**src/rtl/tt_pkg.sv**
```systemverilog
// Shared types and helpers for the truth-table sweeper: FSM state encoding
// and the binary-to-Gray index mapping.
package tt_pkg;

    typedef enum logic [1:0] {
        IDLE    = 2'd0,
        DRIVE   = 2'd1,
        COMPARE = 2'd2,
        DONE    = 2'd3
    } tt_state_e;

    // Widest index the sweeper supports (N_IN up to 8, plus the terminal bit).
    localparam int unsigned TT_IDX_W = 9;

    function automatic logic [TT_IDX_W-1:0] bin2gray(input logic [TT_IDX_W-1:0] idx);
        return idx ^ (idx >> 1);
    endfunction

endpackage

```
**src/rtl/truth_table_sweeper_if.sv**
```systemverilog
// Bundle between the sweeper, its start/done controller and the pair of DUTs
// under comparison.
interface truth_table_sweeper_if #(
    parameter int N_IN = 3,
    parameter int N_CH = 1
);
    logic            start;
    logic            abort;
    logic [N_IN-1:0] vec;
    logic [N_CH-1:0] resp_a;
    logic [N_CH-1:0] resp_b;
    logic            busy;
    logic            done;
    logic            pass;
    logic [N_IN:0]   err_cnt;
    logic [N_CH-1:0] err_mask;
    logic [N_IN-1:0] first_vec;
    logic            first_valid;

    // Controller plus the two implementations being compared.
    modport master (
        output start, abort, resp_a, resp_b,
        input  vec, busy, done, pass, err_cnt, err_mask, first_vec, first_valid
    );

    modport slave (
        input  start, abort, resp_a, resp_b,
        output vec, busy, done, pass, err_cnt, err_mask, first_vec, first_valid
    );
endinterface

```
**src/rtl/tt_result_acc.sv**
```systemverilog
// Result accumulator for the sweeper: mismatch count, OR of failing channels
// and capture of the first failing vector.
module tt_result_acc #(
    parameter int N_IN = 3,
    parameter int N_CH = 1
) (
    input  logic            clk,
    input  logic            reset,
    input  logic            clear,
    input  logic            valid,
    input  logic [N_CH-1:0] diff,
    input  logic [N_IN-1:0] vec,
    output logic [N_IN:0]   err_cnt,
    output logic [N_CH-1:0] err_mask,
    output logic [N_IN-1:0] first_vec,
    output logic            first_valid
);

    logic [N_IN:0]   err_cnt_r;
    logic [N_CH-1:0] err_mask_r;
    logic [N_IN-1:0] first_vec_r;
    logic            first_valid_r;

    // Accumulate per-vector diffs; the count cannot wrap since it holds 2^N_IN.
    always_ff @(posedge clk) begin
        if (reset || clear) begin
            err_cnt_r     <= '0;
            err_mask_r    <= '0;
            first_vec_r   <= '0;
            first_valid_r <= 1'b0;
        end else if (valid && (diff != '0)) begin
            err_cnt_r  <= err_cnt_r + (N_IN+1)'(1);
            err_mask_r <= err_mask_r | diff;
            if (!first_valid_r) begin
                first_vec_r   <= vec;
                first_valid_r <= 1'b1;
            end
        end
    end

    assign err_cnt     = err_cnt_r;
    assign err_mask    = err_mask_r;
    assign first_vec   = first_vec_r;
    assign first_valid = first_valid_r;

endmodule

```
**src/rtl/truth_table_sweeper.sv**
```systemverilog
// Exhaustive equivalence sweeper: steps every input vector into two
// implementations, holds it SETTLE clocks, then compares their responses.
module truth_table_sweeper
    import tt_pkg::*;
#(
    parameter int N_IN   = 3,
    parameter int N_CH   = 1,
    parameter int SETTLE = 1,
    parameter int GRAY   = 0
) (
    input  logic                 clk,
    input  logic                 reset,
    truth_table_sweeper_if.slave bus
);

    localparam int SW = (SETTLE > 1) ? $clog2(SETTLE) : 1;
    localparam logic [SW-1:0] SETTLE_INIT = SW'(SETTLE - 1);
    localparam logic [N_IN:0] IDX_LAST    = (N_IN+1)'((1 << N_IN) - 1);

    tt_state_e       state_r, state_n;
    logic [N_IN:0]   idx_r, idx_n;
    logic [SW-1:0]   settle_r, settle_n;
    logic [N_IN-1:0] vec_r, vec_n;
    logic            busy_r, busy_n;
    logic            done_r, done_n;
    logic            pass_r, pass_n;

    logic [N_CH-1:0] diff_s;
    logic            clear_s;
    logic            cmp_valid_s;
    logic            cnt_zero_s;
    logic [N_IN:0]   err_cnt_s;

    function automatic logic [N_IN-1:0] vec_of(input logic [N_IN:0] i);
        if (GRAY != 0) begin
            return N_IN'(bin2gray(TT_IDX_W'(i)));
        end else begin
            return N_IN'(i);
        end
    endfunction

    assign diff_s = bus.resp_a ^ bus.resp_b;
    // A mismatch on the final compare must already veto pass as DONE is entered.
    assign cnt_zero_s = (err_cnt_s == '0) && !(cmp_valid_s && (diff_s != '0));

    // Next-state, index/settle counters and registered output values.
    always_comb begin
        state_n     = state_r;
        idx_n       = idx_r;
        settle_n    = settle_r;
        vec_n       = vec_r;
        clear_s     = 1'b0;
        cmp_valid_s = 1'b0;
        if (bus.abort) begin
            state_n = IDLE;
        end else begin
            case (state_r)
                IDLE, DONE: begin
                    if (bus.start) begin
                        state_n  = DRIVE;
                        idx_n    = '0;
                        settle_n = SETTLE_INIT;
                        vec_n    = vec_of((N_IN+1)'(0));
                        clear_s  = 1'b1;
                    end else begin
                        state_n = state_r;
                    end
                end
                DRIVE: begin
                    if (settle_r == SW'(0)) begin
                        state_n = COMPARE;
                    end else begin
                        settle_n = settle_r - SW'(1);
                    end
                end
                COMPARE: begin
                    cmp_valid_s = 1'b1;
                    if (idx_r == IDX_LAST) begin
                        state_n = DONE;
                    end else begin
                        state_n  = DRIVE;
                        idx_n    = idx_r + (N_IN+1)'(1);
                        settle_n = SETTLE_INIT;
                        vec_n    = vec_of(idx_r + (N_IN+1)'(1));
                    end
                end
                default: state_n = IDLE;
            endcase
        end
        busy_n = (state_n == DRIVE) || (state_n == COMPARE);
        done_n = (state_n == DONE);
        pass_n = done_n && cnt_zero_s;
    end

    // State and output registers.
    always_ff @(posedge clk) begin
        if (reset) begin
            state_r  <= IDLE;
            idx_r    <= '0;
            settle_r <= '0;
            vec_r    <= '0;
            busy_r   <= 1'b0;
            done_r   <= 1'b0;
            pass_r   <= 1'b0;
        end else begin
            state_r  <= state_n;
            idx_r    <= idx_n;
            settle_r <= settle_n;
            vec_r    <= vec_n;
            busy_r   <= busy_n;
            done_r   <= done_n;
            pass_r   <= pass_n;
        end
    end

    tt_result_acc #(
        .N_IN(N_IN),
        .N_CH(N_CH)
    ) u_acc (
        .clk        (clk),
        .reset      (reset),
        .clear      (clear_s),
        .valid      (cmp_valid_s),
        .diff       (diff_s),
        .vec        (vec_r),
        .err_cnt    (err_cnt_s),
        .err_mask   (bus.err_mask),
        .first_vec  (bus.first_vec),
        .first_valid(bus.first_valid)
    );

    assign bus.vec     = vec_r;
    assign bus.busy    = busy_r;
    assign bus.done    = done_r;
    assign bus.pass    = pass_r;
    assign bus.err_cnt = err_cnt_s;

endmodule

```
**src/flat_wrapper.sv**
```systemverilog
// flat-port wrapper written by rule: the top's interface ports become plain ports
module truth_table_sweeper_flat import tt_pkg::*;
#(
    parameter int N_IN   = 3,
    parameter int N_CH   = 1,
    parameter int SETTLE = 1,
    parameter int GRAY   = 0
)
  (clk, reset, bus_start, bus_abort, bus_resp_a, bus_resp_b, bus_vec, bus_busy, bus_done, bus_pass, bus_err_cnt, bus_err_mask, bus_first_vec, bus_first_valid);
  truth_table_sweeper_if #(.N_IN(N_IN), .N_CH(N_CH)) bus_i ();
  input  logic clk;
  input  logic reset;
  input wire logic [$bits(bus_i.start)-1:0] bus_start;
  input wire logic [$bits(bus_i.abort)-1:0] bus_abort;
  input wire logic [$bits(bus_i.resp_a)-1:0] bus_resp_a;
  input wire logic [$bits(bus_i.resp_b)-1:0] bus_resp_b;
  output wire logic [$bits(bus_i.vec)-1:0] bus_vec;
  output wire logic [$bits(bus_i.busy)-1:0] bus_busy;
  output wire logic [$bits(bus_i.done)-1:0] bus_done;
  output wire logic [$bits(bus_i.pass)-1:0] bus_pass;
  output wire logic [$bits(bus_i.err_cnt)-1:0] bus_err_cnt;
  output wire logic [$bits(bus_i.err_mask)-1:0] bus_err_mask;
  output wire logic [$bits(bus_i.first_vec)-1:0] bus_first_vec;
  output wire logic [$bits(bus_i.first_valid)-1:0] bus_first_valid;
  assign bus_i.start = bus_start;
  assign bus_i.abort = bus_abort;
  assign bus_i.resp_a = bus_resp_a;
  assign bus_i.resp_b = bus_resp_b;
  assign bus_vec = bus_i.vec;
  assign bus_busy = bus_i.busy;
  assign bus_done = bus_i.done;
  assign bus_pass = bus_i.pass;
  assign bus_err_cnt = bus_i.err_cnt;
  assign bus_err_mask = bus_i.err_mask;
  assign bus_first_vec = bus_i.first_vec;
  assign bus_first_valid = bus_i.first_valid;
  truth_table_sweeper #(.N_IN(N_IN), .N_CH(N_CH), .SETTLE(SETTLE), .GRAY(GRAY)) u_core (.clk(clk), .reset(reset), .bus(bus_i));
endmodule
```
**config.mk**
```make
export PLATFORM = sky130hd
export DESIGN_NAME = truth_table_sweeper_flat
export DESIGN_NICKNAME = d
export VERILOG_FILES = /design/src/rtl/tt_pkg.sv /design/src/rtl/truth_table_sweeper_if.sv /design/src/rtl/tt_result_acc.sv /design/src/rtl/truth_table_sweeper.sv /design/src/flat_wrapper.sv
export SDC_FILE = /design/constraint.sdc
export NUM_CORES = 1
export LEC_CHECK = 0
export ABC_AREA = 1
export BUFFER_PORTS_ARGS = -buffer_cell sky130_fd_sc_hd__buf_2
export CAP_MARGIN = 20
export CORE_MARGIN = 3
export CORE_UTILIZATION = 45
export CTS_CLUSTER_SIZE = 8
export DETAILED_ROUTE_END_ITERATION = 6
export PLACE_DENSITY = 0.66
export SLEW_MARGIN = 25
export SYNTH_ARGS = -nofsm -noshare
export SYNTH_HDL_FRONTEND = slang
export SYNTH_SLANG_ARGS = --single-unit
```
**constraint.sdc**
```tcl
create_clock -name clk -period 2.3 [get_ports clk]
set_input_delay 0.46 -clock clk [delete_from_list [all_inputs] [get_ports clk]]
set_output_delay 0.46 -clock clk [all_outputs]
set_load 0.02 [all_outputs]
```
==> metrics, run 1 <==
via count 788; clock sink total 18; Adder-Cell Fraction of Synth Area under 10%; Max Root-Sink Buffers 2; final hold slack roughly 470 ps; WL final 1.70 mm; Seq/Total Area, Yosys 38.6%; chip height ~52 um; pin count of the biggest net entering global routing 10; largest family of logic cells by synthesized area simple AND/OR/NAND/NOR gates; Max-Cap Viols 0; slowest cell delay on critical path 330 ps; mux contribution to synthesized area 0%; status completed; Tot Pwr 574 uW; Slowest-stage cell, CP dfxtp_1; Setup crit end kind flip-flop; worst rel slew slack around 81%; footprint of the multi-input gates 464 um2; share of cells above drive strength 1 26.7%; Synth top area share 38.6%; diode count 0; Netlist Area Pre-Place 935 um2; Initial Util between 50% and 60%; Post-CTS Hold Fix Bufs 0; DRC 0; minimum clock period 1730 ps; Hold/Removal Path Class in -> reg; fmax 0.578 GHz; die area 0.00266 mm2; Synth Area in XOR/XNOR 0.937%; period utilization 75.2%; Placeable Area 0.00184 mm2; dpl hpwl 1.34 mm; DRT antenna net count 0; syn_nets 139; worst path arrival time 1970 ps; Worst VDD drop about 370 uV; Setup crit start kind flip-flop; clk_skew 6.68 ps; vias in the first global route 689; # fillers 188; Synthesis Warnings 0; DRT iter0 DRCs 27; Distinct cells, synth 23; Reg area ~360 um2; vias per inst between 4 and 5; clk slew on worst S/H paths 100 ps; CTS buffer count 3; DR pass1 iterations 4; finished layout cell area approximately 0.0011 mm2; worst skew pair latency 290 ps; critical path class reg -> reg; die width ~52 um; final setup fails 0; WL per Instance a little under 10 um; I/O Buffers 20; Hold Fails Final Rpt 0; Post-CTS Resized 0; Post-Synthesis Cells 127; simple logic cell fraction of the synthesized area 30.7%; leakage power 0.543 nW; ranking of synthesized cells by area dfxtp_1, nand2_1, ha_1; TNS Setup 0 ps; PD cells 541 mW/mm2; RD Place Congestion between 0.8 and 0.9; area leader, netlist dfxtp_1; Synth Area in Compound Gates approximately a tenth; first-pass GRT wire length 2.84 mm; Avg Inst Size Synth between 7 and 8 um2; number of I/O pins 21; Area growth, synth to finish 13.5%; global route overflow 0; cell row count 15; critical path fanouts, max 7; Final #Nets 160; Crit path required time 2530 ps; H-Tree Depth 1; max-slew violation count 0; unrepaired setup endpoints after global routing no; CTS tree done; dpl cell area between 0.001 and 0.0015 mm2; antenna violations before repair 0; GR Util All Layers between 10 and 15%; Crit path top cell by count inv_1; Slew @ Worst Pin 283 ps; clock root cell clkbuf_4; crit path cell chain inv_1, ha_1, inv_1, nor2_1, nand2_1, nand3b_1, nand3_1, inv_1, ha_1, inv_1, nor2_1, nand3_1, nor2_1; synthesis-stage register bit count 18; # Post-CTS Setup Buffers 0
[registers in the layout, indices dropped and copies added, names as in the netlist]
signal / flops
u_core.state_r: 2
u_core.u_acc.first_valid: 1
u_core.idx_r: 2
u_core.u_acc.err_cnt: 4
u_core.bus.busy: 1
u_core.bus.done: 1
u_core.bus.pass: 1
u_core.bus.vec: 2
u_core.u_acc.err_mask: 1
u_core.u_acc.first_vec: 3
[metrics by stage]
stage                     setup WS, ps  instances  utilization, %
after floorplan                    791        127               -
after global placement             707        168            56.5
after detailed placement           589        168            56.5
after CTS                          560        171            57.7
after global routing               332        171            57.7
final                              570        171            57.7
[cell usage in the layout, fill, tap and decap left out, types with 3 or more instances in the layout]
cell,n
dfxtp_1,18
inv_1,15
ha_1,6
nor2_2,3
nand2_1,26
inv_2,7
buf_2,20
nand3_1,7
clkbuf_4,3
a21oi_1,7
nor2_1,19
[area by class of cell]
class	count	share of cell area (%)
timing repair buffer	20	9.43
inverter	22	7.78
sequential	18	34.0
tap	25	2.95
clock buffer	3	2.12
multi-input combinational	83	43.7
[final timing paths]
kind                         start  cells past startpoint                    end  slack, ps
max              u_core.state_r[0]                     13        u_core.bus.pass        570
min                          reset                      2        u_core.bus.busy        470
max reg2reg      u_core.state_r[0]                     13        u_core.bus.pass        570
min reg2reg  u_core.u_acc.err_mask                      1  u_core.u_acc.err_mask        480
[routing by layer]
metal / GRT usage, % / vias to the layer above / wire length [um]
met2: 23.3 / 24 / 747
li1: - / 427 / -
met5: 0 / - / 0
met3: 2.58 / 2 / 104
met1: 17.9 / 335 / 828
met4: 5.24 / 0 / 18
[synth_stat cells, drive strengths merged]
cell type / n
nand3: 8
nand4: 1
buf: 4
o21ai: 3
nor2: 24
nand2: 28
a31oi: 1
ha: 6
xnor2: 1
a21oi: 7
dfxtp: 18
inv: 22
a211oi: 1
nand3b: 1
o21a: 2
[cells by family after synthesis]
family / count (synthesis)
AOI/OAI and AO/OA: 14
xor gates and xnor gates: 1
adders and majority gates: 6
buffers and inverters: 26
DFF: 18
and+or+nand+nor: 62
[worst max-delay path: cells and delay by family, from the launching register on]
family | cells | cell delay (ps)
flip-flops | 1 | 330
AND/OR/NAND/NOR | 7 | 660
adder cells (fa/ha/maj) | 2 | 430
buffers and inverters | 4 | 250
[report_power, final]
group          internal (mW)  switching (mW)
registers              0.321         0.00678
clock network         0.0608          0.0912
logic                 0.0324          0.0621
Note: power is estimated with default switching activity, not from simulation.
==> run 2: changes to the inputs <==
Clock period 2.3 ns to 1.7 ns, I/O delays scaled along.
==> run 2 against run 1 <==
Against the previous run: first-iteration DRC count fell by 56%; sequential power rose by 35%; core utilization is 3.3 points higher; critical endpoint unchanged; final area is 5.7% higher; clock skew decreased by 0.86 ps; largest power group unchanged; highest routed layer unchanged; cell count increased by 2.3%; clock power up 77%; setup slack worse by 400 ps; critical path type unchanged.
==> metrics, run 2 (synthesized netlist as in run 1, its figures left out) <==
Hold Path Depth 2 (unchanged); Setup crit end kind flip-flop (unchanged); worst skew pair latency 290 ps (about the same); DR pass1 iterations 4 (unchanged); minimum clock period 1530 ps (was 1730 ps); DP Cell Count 171 (was 168); global route overflow 0 (unchanged); DRT antenna net count 0 (unchanged); Flop pwr share 51.6% (was 57.0%); critical path class reg -> reg (unchanged); Psw 235 uW (was 160 uW); commonest non-fill, non-tap cell in the layout nand2_1 (unchanged); leakage power 0.568 nW (was 0.543 nW); first-pass GRT wire length 2.88 mm (was 2.84 mm); crit path cell chain inv_2, ha_4, inv_1, nor2_1, nand2_2, nand3b_1, nand3_2, inv_1, ha_1, inv_1, nor2_2, nand3_1, nor2_1 (was inv_1, ha_1, inv_1, nor2_1, nand2_1, nand3b_1, nand3_1, inv_1, ha_1, inv_1, nor2_1, nand3_1, nor2_1); antenna violations before repair 0 (unchanged); Initial Util 50.8% (unchanged); pin count of the biggest net entering global routing 11 (was 10); share of cells above drive strength 1 32.7% (was 26.7%); period utilization 90.0% (was 75.2%); Slowest-stage cell, CP dfxtp_2 (was dfxtp_1); vias in the first global route 716 (was 689); RR Endpoint u_core.bus.pass (unchanged); status completed (unchanged); cell row count 15 (unchanged); critical path fanouts, max 3 (was 7); die area 0.00266 mm2 (unchanged); chip height 51.6 um (unchanged); GR Util All Layers 14.2% (was 14.0%); most frequent cells in the layout nand2_1, buf_2, nor2_1, dfxtp_1, inv_1 (unchanged); clock root cell clkbuf_4 (unchanged); Post-Layout Cell Count 175 (was 171); Area growth, synth to finish 19.9% (was 13.5%); Worst VDD drop 457 uV (was 369 uV); DRC 0 (unchanged); final setup fails 0 (unchanged); hold endpoint u_core.bus.vec[1] (was u_core.bus.busy); PD cells 762 mW/mm2 (was 541 mW/mm2); slowest cell delay on critical path 340 ps (was 330 ps); clk_skew 5.82 ps (was 6.68 ps); Comb pwr share 17.0% (was 16.5%); WL per Instance 9.73 um (was 9.94 um); worst path arrival time 1760 ps (was 1970 ps); internal power 619 uW (was 414 uW); TNS Setup 0 ps (unchanged); Worst Hold Launch reset (unchanged); number of I/O pins 21 (unchanged); Clock power frac 31.5% (was 26.5%); Final #Nets 163 (was 160); worst rel slew slack 81.1% (about the same); DRT iter0 DRCs 12 (was 27); via count 805 (was 788); sw frac 27.5% (was 27.9%); Setup crit start kind flip-flop (unchanged); clk slew on worst S/H paths 110 ps (was 100 ps); flop-to-flop setup slack 170 ps (was 570 ps); # Post-CTS Setup Buffers 0 (unchanged); max reg flops 4 (unchanged); H-Tree Depth 1 (unchanged); Slew @ Worst Pin 283 ps (about the same); die width 51.6 um (unchanged); final design utilization 61.0% (was 57.7%); WL final 1.70 mm (about the same); Max-Cap Viols 0 (unchanged); max-slew violation count 0 (unchanged); dpl hpwl 1.31 mm (was 1.34 mm); fmax 0.653 GHz (was 0.578 GHz); Placeable Area 0.00184 mm2 (unchanged); CTS buffer count 3 (unchanged); Tot Pwr 854 uW (was 574 uW); Max Root-Sink Buffers 2 (unchanged); diode count 0 (unchanged); Crit path top cell by count inv_1 (unchanged); Crit path required time 1930 ps (was 2530 ps); RD Place Congestion 0.734 (was 0.803); I/O Buffers 20 (unchanged); CTS tree done (unchanged); Hold/Removal Path Class in -> reg (unchanged); reg2reg start u_core.state_r[0] (unchanged); clock sink total 18 (unchanged); Hold Fails Final Rpt 0 (unchanged); r2r worst-path depth 13 (unchanged); vias per inst 4.60 (was 4.61)
run 2: how the worst max path moves through the flow:
stage                      start  cells after the start              end  slack, ps
6_report       u_core.state_r[0]                     13  u_core.bus.pass        170
5_1_grt        u_core.bus.vec[0]                     12  u_core.bus.pass        -10
4_1_cts        u_core.state_r[0]                     11  u_core.bus.pass         20
3_5_place_dp   u_core.state_r[0]                     11  u_core.bus.pass         30
3_3_place_gp   u_core.state_r[0]                     10  u_core.bus.pass        150
2_1_floorplan  u_core.state_r[0]                     13  u_core.bus.pass        190
run 2: worst max-delay path, delay by kind of cell, from the launching register on:
kind          cells  cell delay (ps)
simple gates      7              650
fa+ha+maj         2              260
buf+inv           4              210
flops             1              340
run 2: what timing repair did:
| item | 4_1_cts | 5_1_grt |
|---|---|---|
| pin swaps | 0 | 1 |
| hold buffers | 0 | 0 |
| resized for setup | 1 | 6 |
| setup endpoints to repair | 1 | 1 |
run 2: power groups by stage:
stage / registers (mW) / logic, mW / clock network [mW]
finish: 0.440 / 0.145 / 0.269
global route: 0.442 / 0.165 / 0.293
CTS: 0.440 / 0.139 / 0.274
detailed placement: 0.449 / 0.138 / 0
global placement: 0.449 / 0.135 / 0
floorplan: 0.457 / 0.0956 / 0
run 2: stage by stage:
step / instance area, um2 / setup slack (ps) / hold WS, ps
floorplan: 935 / 191 / 486
global placement: 1060 / 148 / 444
detailed placement: 1060 / 25.0 / 452
CTS: 1100 / 16.9 / 334
global route: 1120 / -12.9 / 368
finish: 1120 / 169 / 348
run 2: layout make-up:
class	count	area, um2
flip-flops and latches	18	362
fillers	197	718
inverters	22	82.6
multi-input cells	83	487
repair buffers	23	123
well taps	25	31.3
clock buffers	4	36.3
run 2: per-layer routing:
layer  vias up  wire length, um  global-route usage [%]  share of wire (%)
li1        435                -                       -                  -
met3         2               85                    2.87                5.0
met4         0               14                    6.55               0.82
met1       354              877                    18.0                 51
met2        14              725                    22.9                 43
met5         -                0                       0                  0
